## src/rtl/time_set_ctrl.sv

```systemverilog
// Time-of-day controller: 1 s prescaler, BCD hh:mm:ss counters with carries,
// and a three-state set-mode FSM driven by the mode/increment buttons.
module time_set_ctrl #(
  parameter int TICK_DIV  = 1000,
  parameter int BLINK_DIV = 500
) (
  input  logic       clk1,
  input  logic       rst,
  input  logic       btn_mode,
  input  logic       btn_inc,
  output logic [3:0] sec_ones,
  output logic [2:0] sec_tens,
  output logic [3:0] min_ones,
  output logic [2:0] min_tens,
  output logic [3:0] hr_ones,
  output logic [2:0] hr_tens,
  output logic [1:0] mode,
  output logic       blink,
  output logic       sec_tick
);

  localparam int PW = (TICK_DIV > 2) ? $clog2(TICK_DIV) : 1;
  localparam int BW = (BLINK_DIV > 1) ? $clog2(BLINK_DIV) : 1;
  localparam logic [PW-1:0] PRESC_MAX = PW'(TICK_DIV - 1);
  localparam logic [BW-1:0] BLINK_MAX = BW'(BLINK_DIV - 1);

  typedef enum logic [1:0] {
    ST_RUN     = 2'd0,
    ST_SET_HR  = 2'd1,
    ST_SET_MIN = 2'd2,
    ST_BAD     = 2'd3
  } state_t;

  state_t        state_r, state_nxt_s;
  logic          btn_mode_q_r, btn_inc_q_r;
  logic [PW-1:0] presc_r;
  logic [BW-1:0] blink_cnt_r;
  logic          blink_r, sec_tick_r;
  logic [3:0]    sec_ones_r, min_ones_r, hr_ones_r;
  logic [2:0]    sec_tens_r, min_tens_r, hr_tens_r;

  logic mode_press_s, inc_press_s, tick_s;
  logic sec_step_s, min_step_s, hr_step_s, sec_clear_s, enter_set_s;

  // A mode press always wins over a simultaneous increment press.
  assign mode_press_s = btn_mode & ~btn_mode_q_r;
  assign inc_press_s  = btn_inc & ~btn_inc_q_r & ~mode_press_s;
  assign tick_s       = (state_r == ST_RUN) && (presc_r == PRESC_MAX);

  assign sec_ones = sec_ones_r;
  assign sec_tens = sec_tens_r;
  assign min_ones = min_ones_r;
  assign min_tens = min_tens_r;
  assign hr_ones  = hr_ones_r;
  assign hr_tens  = hr_tens_r;
  assign mode     = state_r;
  assign blink    = blink_r;
  assign sec_tick = sec_tick_r;

  // Next-state decode and per-field step/clear events for this edge.
  always_comb begin
    state_nxt_s = state_r;
    sec_step_s  = 1'b0;
    min_step_s  = 1'b0;
    hr_step_s   = 1'b0;
    sec_clear_s = 1'b0;
    case (state_r)
      ST_RUN: begin
        sec_step_s = tick_s;
        min_step_s = tick_s && (sec_tens_r == 3'd5) && (sec_ones_r == 4'd9);
        hr_step_s  = min_step_s && (min_tens_r == 3'd5) && (min_ones_r == 4'd9);
        if (mode_press_s) state_nxt_s = ST_SET_HR;
        else              state_nxt_s = ST_RUN;
      end
      ST_SET_HR: begin
        hr_step_s = inc_press_s;
        if (mode_press_s) state_nxt_s = ST_SET_MIN;
        else              state_nxt_s = ST_SET_HR;
      end
      ST_SET_MIN: begin
        min_step_s = inc_press_s;
        if (mode_press_s) begin
          state_nxt_s = ST_RUN;
          sec_clear_s = 1'b1;
        end else begin
          state_nxt_s = ST_SET_MIN;
        end
      end
      default: state_nxt_s = ST_RUN;
    endcase
    enter_set_s = (state_nxt_s != state_r) &&
                  ((state_nxt_s == ST_SET_HR) || (state_nxt_s == ST_SET_MIN));
  end

  // FSM state register.
  always_ff @(posedge clk1) begin
    if (!rst) state_r <= ST_RUN;
    else      state_r <= state_nxt_s;
  end

  // Button history for rising-edge detection.
  always_ff @(posedge clk1) begin
    if (!rst) begin
      btn_mode_q_r <= 1'b0;
      btn_inc_q_r  <= 1'b0;
    end else begin
      btn_mode_q_r <= btn_mode;
      btn_inc_q_r  <= btn_inc;
    end
  end

  // Prescaler runs only in RUN; restarts on wrap and when leaving RUN.
  always_ff @(posedge clk1) begin
    if (!rst)                                               presc_r <= '0;
    else if ((state_r == ST_RUN) && !tick_s && !mode_press_s) presc_r <= presc_r + PW'(1);
    else                                                    presc_r <= '0;
  end

  // Registered copy of the internal second tick.
  always_ff @(posedge clk1) begin
    if (!rst) sec_tick_r <= 1'b0;
    else      sec_tick_r <= tick_s;
  end

  // Seconds counter 00..59, cleared when leaving SET_MIN.
  always_ff @(posedge clk1) begin
    if (!rst || sec_clear_s) begin
      sec_ones_r <= 4'd0;
      sec_tens_r <= 3'd0;
    end else if (sec_step_s) begin
      if (sec_ones_r == 4'd9) begin
        sec_ones_r <= 4'd0;
        sec_tens_r <= (sec_tens_r == 3'd5) ? 3'd0 : sec_tens_r + 3'd1;
      end else begin
        sec_ones_r <= sec_ones_r + 4'd1;
      end
    end
  end

  // Minutes counter 00..59.
  always_ff @(posedge clk1) begin
    if (!rst) begin
      min_ones_r <= 4'd0;
      min_tens_r <= 3'd0;
    end else if (min_step_s) begin
      if (min_ones_r == 4'd9) begin
        min_ones_r <= 4'd0;
        min_tens_r <= (min_tens_r == 3'd5) ? 3'd0 : min_tens_r + 3'd1;
      end else begin
        min_ones_r <= min_ones_r + 4'd1;
      end
    end
  end

  // Hours counter 00..23; 23 wraps straight to 00.
  always_ff @(posedge clk1) begin
    if (!rst) begin
      hr_ones_r <= 4'd0;
      hr_tens_r <= 3'd0;
    end else if (hr_step_s) begin
      if ((hr_tens_r == 3'd2) && (hr_ones_r == 4'd3)) begin
        hr_ones_r <= 4'd0;
        hr_tens_r <= 3'd0;
      end else if (hr_ones_r == 4'd9) begin
        hr_ones_r <= 4'd0;
        hr_tens_r <= hr_tens_r + 3'd1;
      end else begin
        hr_ones_r <= hr_ones_r + 4'd1;
      end
    end
  end

  // Blink strobe: restarts low on entry to a set mode, toggles every BLINK_DIV cycles.
  always_ff @(posedge clk1) begin
    if (!rst || enter_set_s ||
        ((state_r != ST_SET_HR) && (state_r != ST_SET_MIN))) begin
      blink_cnt_r <= '0;
      blink_r     <= 1'b0;
    end else if (blink_cnt_r == BLINK_MAX) begin
      blink_cnt_r <= '0;
      blink_r     <= ~blink_r;
    end else begin
      blink_cnt_r <= blink_cnt_r + BW'(1);
    end
  end

endmodule

```

## config.mk

```make
export PLATFORM = sky130hd
export DESIGN_NAME = time_set_ctrl
export DESIGN_NICKNAME = d
export VERILOG_FILES = /design/src/rtl/time_set_ctrl.sv
export SDC_FILE = /design/constraint.sdc
export NUM_CORES = 1
export LEC_CHECK = 0
export ABC_AREA = 1
export CAP_MARGIN = 40
export CORE_UTILIZATION = 44
export CTS_CLUSTER_SIZE = 40
export DETAILED_ROUTE_END_ITERATION = 8
export GPL_ROUTABILITY_DRIVEN = 0
export PLACE_DENSITY = 0.66
export SYNTH_ARGS = -nofsm -noshare
export SYNTH_HDL_FRONTEND = slang
export SYNTH_SLANG_ARGS = --single-unit
```

## constraint.sdc

```tcl
create_clock -name clk1 -period 4 [get_ports clk1]
set_input_delay 0.4 -clock clk1 [delete_from_list [all_inputs] [get_ports clk1]]
set_output_delay 0.4 -clock clk1 [all_outputs]
set_load 0.02 [all_outputs]
```

Word-level counts from Yosys, hierarchy flattened
Cells that the tools add are included.
Cells by class
  mux-type cells: 17
  eq/ne operators: 16
  reduce and logical (&&, ||, !) cells: 24
  bitwise operators: 7
  $add $sub $neg: 8
Operators by type and width (number)
  4-bit two-way mux: 4
  4-bit by 1-bit adder with 4-bit output (second input constant): 3
  4-bit equality test (second input constant): 3
  3-bit two-way mux: 4
  10-bit by 1-bit adder with 10-bit output (second input constant): 1
  10-bit equality test (second input constant): 1
  1-bit logical AND: 10
  3-bit by 1-bit adder with 3-bit output (second input constant): 3
  9-bit by 1-bit adder with 9-bit output (second input constant): 1
  9-bit equality test (second input constant): 1
  2-bit AND reduction: 4
  3-bit equality test (second input constant): 2
  2-bit case mux with 3 select lines: 1
  2-bit by 1-bit equality test with 1-bit output (second input constant): 2
  2-bit equality test (second input constant): 2
  4-bit by 2-bit equality test with 1-bit output (second input constant): 1
  1-bit logical OR: 4
  1-bit two-way mux: 4
  2-bit two-way mux: 2
  1-bit NOT: 4
  1-bit case mux with 2 select lines: 2
  1-bit bitwise AND: 3
  3-bit by 2-bit equality test with 1-bit output (second input constant): 1
  1-bit logical NOT: 3
  6 further kinds: 6
Storage, ports and cells
  logic and storage cells: 85
  register bits: 46

Longest topological paths before layout
Gate-level depths: netlist of run 1.
  depth after elaboration: 10
  depth in mapped cells: 12

Worst setup path before layout of run 1
No wires, ideal clock.
  kind: flip-flop to flip-flop
  start point: register state_r[0] (netlist: mode[0])
  end point: register blink_cnt_r[2]
  path slack: 2.351 ns
  period minus slack after synthesis: 1.649 ns
  library setup time: 0.073 ns
  path buffers: 0
  cell stages (with the launch flop): 10
  arrival: 1.576 ns
  cell sequence: dfxtp_1 > inv_1 > ha_1 > inv_1 > nand2_1 > o21ai_0 > a21oi_1 > nand2_1 > nand4_2 > a21oi_1
Between the ends
  longest elaborated chain between the ends: 8
  elaborated cells on any way between the ends: 15
RTL lines
  from (decl): line 34  | state_t state_r, state_nxt_s;
  from (signal assigned): line 98  | else state_r <= state_nxt_s;
  2-bit equality test (tied with other cells): line 67  | case (state_r)
  2-bit case mux with 3 select lines: line 67
  2-bit by 1-bit equality test with 1-bit output / 2-bit equality test (equally long branches): line 92  | ((state_nxt_s == ST_SET_HR) || (state_nxt_s == ST_SET_MIN));
  1-bit logical OR: line 92
  1-bit logical AND: line 91  | enter_set_s = (state_nxt_s != state_r) &&
  1-bit logical OR: line 175  | if (!rst || enter_set_s ||
  1-bit logical OR *: line 175
  2-bit OR reduction (no source line) *
  to (signal assigned): line 183  | blink_cnt_r <= blink_cnt_r + BW'(1);
  to (decl): line 37  | logic [BW-1:0] blink_cnt_r;
Every way passes the cells marked *; elsewhere a longest branch is shown, timed or not.
A chain may end at the register's enable or synchronous reset.

Final worst setup path of run 1
  start point: input rst
  end point: register presc_r[9]
Between the ends
  longest elaborated chain between the ends: 1
RTL lines
  from (decl): line 8  | input logic rst,
  2-bit AND reduction (no source line)
  to (signal assigned): line 115  | else if ((state_r == ST_RUN) && !tick_s && !mode_press_s) presc_r <= presc_r + PW'(1);
  to (decl): line 36  | logic [PW-1:0] presc_r;
No other way between the ends.

==> results of run 1 <==
-- cell usage in the layout (no fill, tap or decap) --
master	netlist	routed
o31ai_1	1	1
nor3b_1	2	2
nand3_1	15	15
nor3_1	14	14
nand3b_1	1	1
clkbuf_1	0	2
xor2_1	5	5
nor2_4	2	2
clkbuf_8	0	5
o2111ai_1	1	1
clkinv_1	1	1
nand2_2	2	2
nor2_1	52	52
nand4_2	2	2
nor2_2	1	1
a21oi_1	19	19
ha_1	8	8
nand3_2	2	2
nand4_1	4	4
inv_2	1	1
inv_1	46	46
nand2_1	63	63
xnor2_1	3	3
dfxtp_1	46	46
or2_2	4	4
a21boi_0	1	1
a31oi_1	1	1
o21ai_0	11	11
clkdlybuf4s50_1	0	28
-- kinds of logic (layout without fill, tap and decap cells) --
family / count (synthesis) / count (layout) / synth area share
AO/OA/AOI/OAI: 34 / 34 / 0.0818
XOR/XNOR: 8 / 8 / 0.0318
adder cells (fa/ha/maj): 8 / 8 / 0.0454
buffers and inverters: 50 / 83 / 0.0892
flip-flops: 46 / 46 / 0.418
AND/OR/NAND/NOR: 164 / 164 / 0.334
-- area by class of cell --
type,instances,area (sq um),area share
Timing Repair Buffer,28,280,0.107
Clock buffer,7,76.3,0.0290
Multi-Input combinational cell,214,1090,0.413
Sequential cell,46,921,0.350
Tap cell,67,83.8,0.0319
Inverter,48,180,0.0686
-- registers in the layout, summed over array words and instances (netlist names) --
| signal | flops |
|---|---|
| blink | 1 |
| blink_cnt_r | 9 |
| btn_inc_q_r | 1 |
| btn_mode_q_r | 1 |
| hr_ones | 4 |
| hr_tens | 3 |
| min_ones | 4 |
| min_tens | 3 |
| mode | 2 |
| presc_r | 10 |
| sec_ones | 4 |
| sec_tens | 3 |
| sec_tick | 1 |
-- how the worst max path moves through the flow --
stage,endpoint,slack [ns],depth (start not counted)
after detailed placement,presc_r[8],1.53,7
after CTS,presc_r[9],1.84,7
final,presc_r[9],1.82,7
after global routing,presc_r[9],1.58,7
after global placement,presc_r[9],1.60,7
after floorplan,blink_cnt_r[2],2.35,9
-- per-layer routing --
metal  routed length [um]  vias up  global-route usage  share of wire
met3                  178        4              0.0483          0.044
met5                    0        -                   0              0
li1                     -     1042                   -              -
met1                 2070      844               0.224           0.51
met4                   44        0              0.0654          0.011
met2                 1770       34               0.263           0.43
-- through the flow --
stage,power (mW),cells,util,area [sq um]
3_3_place_gp,0.539,403,0.533,2550
6_report,0.789,410,0.549,2630
3_5_place_dp,0.540,403,0.533,2550
2_1_floorplan,0.521,310,-,2200
4_1_cts,0.807,410,0.549,2630
5_1_grt,0.826,410,0.549,2630
-- cells in the mapped netlist --
library cell	number	area [sq um]
a21boi_0	1	7.51
a21oi_1	19	95.1
a31oi_1	1	6.26
buf_2	1	5.00
buf_6	1	11.3
clkinv_1	1	3.75
dfxtp_1	46	921
ha_1	8	100
inv_1	46	173
inv_2	1	3.75
nand2_1	63	236
nand2_2	2	12.5
nand3_1	15	75.1
nand3_2	2	20.0
nand3b_1	1	7.51
nand4_1	4	25.0
nand4_2	2	25.0
nor2_1	52	195
nor2_2	1	6.26
nor2_4	2	22.5
nor3_1	14	70.1
nor3b_1	2	15.0
o2111ai_1	1	8.76
o21ai_0	11	55.1
o31ai_1	1	7.51
or2_2	4	25.0
xnor2_1	3	26.3
xor2_1	5	43.8
-- worst register-to-register path, delay by kind of cell (launching register included) --
| kind | cells | cell delay (ns) |
|---|---|---|
| AND/OR/NAND/NOR | 3 | 0.41 |
| buffers and inverters | 2 | 0.26 |
| adder cells (fa/ha/maj) | 1 | 0.23 |
| flip-flops | 1 | 0.42 |
| AO/OA/AOI/OAI | 3 | 0.40 |
-- power by group --
group	switching, mW	internal, mW	leakage (nW)
registers	0.00607	0.464	0.372
clock network	0.140	0.120	0.0383
logic	0.0378	0.0207	0.623
total	0.184	0.605	1.03
==> flow_summary.ini, run 1 <==
[grt]
grt_max_degree = 14
grt_pass1_vias = 1641
antenna_found_initial = 0
grtUsageTotal = 0.170
grt_pass1_wl_um = 6930
overflow = 0

[finish]
drive_gt1_frac = 0.0554
fillers = 477
diodes = 0
area_growth_syn_to_layout_pct = 19.3
final_nets = 355

[clocking]
post-cts-setup-buffers = 0
ctsHoldBuffers = 0
numCtsBuffers = 5
cts_resized = 0
clock_latency_ns = 0.29
clock_path_buffers = 2
cts_tree = yes
htree_num_levels = 2
path_clk_slew_ns = 0.08
cts.sinks = 46
cts_root_buf = clkbuf_8

[sta]
rsz0062_at_grt = no
layout_setup_ws_ns = 1.82
worst_hold_slack_ns = 0.458
tightest_slew_ns = 0.623
slew_viol_final = 0
slew_headroom = 0.581
fmax_mhz = 460
fin_crit_sh = 0.544
min_period_ns = 2.18
fin_tns_setup_ns = 0
hold_viol_final = 0
setup_viol = 0
skew_ns = 0.00635

[synth]
synth_seq_cells = 46
netlist_area_sq_mm = 0.00220
syn_area_per_cell_sq_um = 7.11
yosysUniqueCellTypes = 28
postSynthCellCount = 310
ys_seq_area_frac = 0.418
syn_nets = 322
ys_warn_count = 0

[critical_path]
worstRegToRegCells = 9
crit_slowest_cell = clkdlybuf4s50_1
r2r-end = blink_cnt_r[2]
critPathArrivalTime_ns = 2.40
cp-startpoint = rst
worst_setup_path_end_kind = flop
critPathBufInv = 3
start_kind = primary input
rr_startpoint = mode[0]
max_stage_delay_ns = 0.76
cp_cell_sequence = clkdlybuf4s50_1 -> clkinv_1 -> nor3_1 -> nand2_1 -> inv_1 -> o21ai_0 -> a21oi_1
crit_required_ns = 4.23
worst-setup-path-type = primary input to flop
path_delay_family = buffers and inverters
path_max_fanout = 13
r2r_slack_ns = 2.22

[placement]
pre_cts_ws_ns = 1.53
dp_hpwl_um = 3020
io_buffers = 28

[detailed_routing]
drc = 0
routed_wl_um = 4060
via_per_inst = 4.69
wl_per_cell_um = 9.90
drt_iter0_drc = 86
dr.pass1.iters = 4
vias = 1924
antenna_left = 0

[die]
fp.coreArea_sq_mm = 0.00479
die-height_um = 72.8
die-width_um = 72.8
start_util = 0.460
ios = 29
row_count = 25
dieArea_sq_mm = 0.00529

[power]
powerDensity_mw_per_mm2 = 300
ir_drop_mv = 0.167
p_leak_nw = 1.03

[min_path]
hold_start = presc_r[0]
hold_path.class = flop to flop
hold_depth = 1
worstHoldEndpoint = presc_r[0]

[flow_run]
cap_violations = 0

[outcome]
status = completed
Note: power is estimated with default switching activity, not from simulation.
==> inputs of run 2 (changes only) <==
- PLACE_DENSITY: 0.66 -> 0.69
- clock period: 4 -> 1.9 ns (I/O delays scaled with it)
==> run 2 against run 1 <==
Effect of this change: first-iteration DRC count shrank 21%; setup slack lost 1.6 ns; combinational power grew 130%; critical path depth grew 3; non-clock buffer count grew 3; power grew 120%; sequential cell count is the same; clock-buffer cell count shrank 1; hold slack gained 0.0056 ns; wire length shrank 2.0%; die area is the same.
==> flow_summary.ini, run 2 (synthesized netlist as in run 1, its figures left out) <==
[outcome]
status = completed

[sta]
rsz0062_at_grt = no
fin_tns_setup_ns = 0
tightest_slew_ns = 0.552
slew_headroom = 0.629
skew_ns = 0.0141
fmax_mhz = 587
min_period_ns = 1.70
hold_viol_final = 0
fin_crit_sh = 0.897
setup_viol = 0
slew_viol_final = 0

[clocking]
cts.sinks = 46
clock_path_buffers = 2
cts_tree = yes
htree_num_levels = 2
cts_root_buf = clkbuf_8
path_clk_slew_ns = 0.09
ctsHoldBuffers = 0
numCtsBuffers = 5
clock_latency_ns = 0.30

[finish]
fillers = 480
fin_cells = 414
largest_reg_flops = 10
final_nets = 358
diodes = 0
multi_input_area_sq_mm = 0.00111
final_cell_mix = nand2_1, nor2_1, inv_1, dfxtp_1, clkdlybuf4s50_1
area_growth_syn_to_layout_pct = 22.1
seqCellArea_sq_um = 923
largest_register = presc_r
drive_gt1_frac = 0.0807
final_common_cell = nand2_1
reg_top3 = presc_r x10, blink_cnt_r x9

[detailed_routing]
wl_per_cell_um = 9.61
antenna_left = 0
drc = 0
vias = 1910
dr.pass1.iters = 4
routed_wl_um = 3980
via_per_inst = 4.61
drt_iter0_drc = 68

[power]
p_leak_nw = 1.06
power.total_mw = 1.75
powerDensity_mw_per_mm2 = 650
ir_drop_mv = 0.467

[grt]
grt_pass1_wl_um = 6710
grtUsageTotal = 0.163
grt_max_degree = 15
overflow = 0
antenna_found_initial = 0
grt_pass1_vias = 1606

[die]
start_util = 0.460
fp.coreArea_sq_mm = 0.00479
ios = 29
row_count = 25
die-height_um = 72.8
die-width_um = 72.8
dieArea_sq_mm = 0.00529

[placement]
dp_hpwl_um = 2960
io_buffers = 28
dp_cells = 406

[critical_path]
crit_required_ns = 2.10
start_kind = flop
path_max_fanout = 12
worst-setup-path-type = flop to flop
critPathArrivalTime_ns = 1.90
worst_setup_path_end_kind = flop

[flow_run]
cap_violations = 0

[min_path]
hold_path.class = flop to flop
==> run 2: changes by cell type in the layout (fill, tap and decap cells not counted), sizes merged <==
cell / delta
buf: +3
clkbuf: -1
clkinv: +1
clkinvlp: +1
==> run 2: area by class of cell <==
type / count / share of cell area
timing repair buffer: 31 / 0.113
multi-input combinational: 214 / 0.411
tap: 67 / 0.0311
clock inverter: 2 / 0.00465
clock buffer: 6 / 0.0307
inverter: 48 / 0.0669
sequential: 46 / 0.343
==> run 2: power by group <==
group	leakage, nW	total (mW)	internal, mW	switching [mW]
registers	0.373	0.992	0.978	0.0137
clock network	0.0472	0.621	0.293	0.328
logic	0.641	0.137	0.0513	0.0862
==> run 2: layer usage <==
layer  track usage  wire (um)  up-vias
li1              -          -     1051
met1         0.198       1990      829
met2         0.274       1810       24
met3        0.0414        116        6
met4        0.0654         65        0
met5             0          0        -
==> run 2: through the flow <==
| stage | util | hold slack (ns) | instance area [sq um] | setup slack (ns) |
|---|---|---|---|---|
| after floorplan | - | 0.283 | 2200 | 0.251 |
| after global placement | 0.538 | 0.432 | 2570 | 0.0963 |
| after detailed placement | 0.538 | 0.449 | 2570 | 0.0161 |
| after CTS | 0.558 | 0.464 | 2670 | 0.108 |
| after global routing | 0.562 | 0.482 | 2690 | 0.00337 |
| final | 0.562 | 0.464 | 2690 | 0.196 |
==> run 2: worst paths after layout <==
check / cells after the start / slack, ns / endpoint / start
worst max register to register: 10 / 0.20 / hr_tens[1] / presc_r[0]
worst min-delay path: 1 / 0.46 / presc_r[0] / presc_r[0]
worst min register to register: 1 / 0.46 / presc_r[0] / presc_r[0]
worst max-delay path: 10 / 0.20 / hr_tens[1] / presc_r[0]
==> run 2: what timing repair did <==
item | CTS | global route
hold endpoints to repair | 0 | 0
resized for setup | 0 | 6
buffers inserted | 0 | 0
endpoints found under the setup margin | 0 | 13
==> run 2: worst max-delay path, cell delays in order (launching register included) <==
cell and delay, ns:
dfxtp_1 0.36, ha_1 0.19, nand2_1 0.10, nor2_1 0.13
nand3_2 0.11, nor2_4 0.17, nand4_2 0.14, nand2_4 0.16
nand2_1 0.11, nand2_1 0.10, a21oi_1 0.06
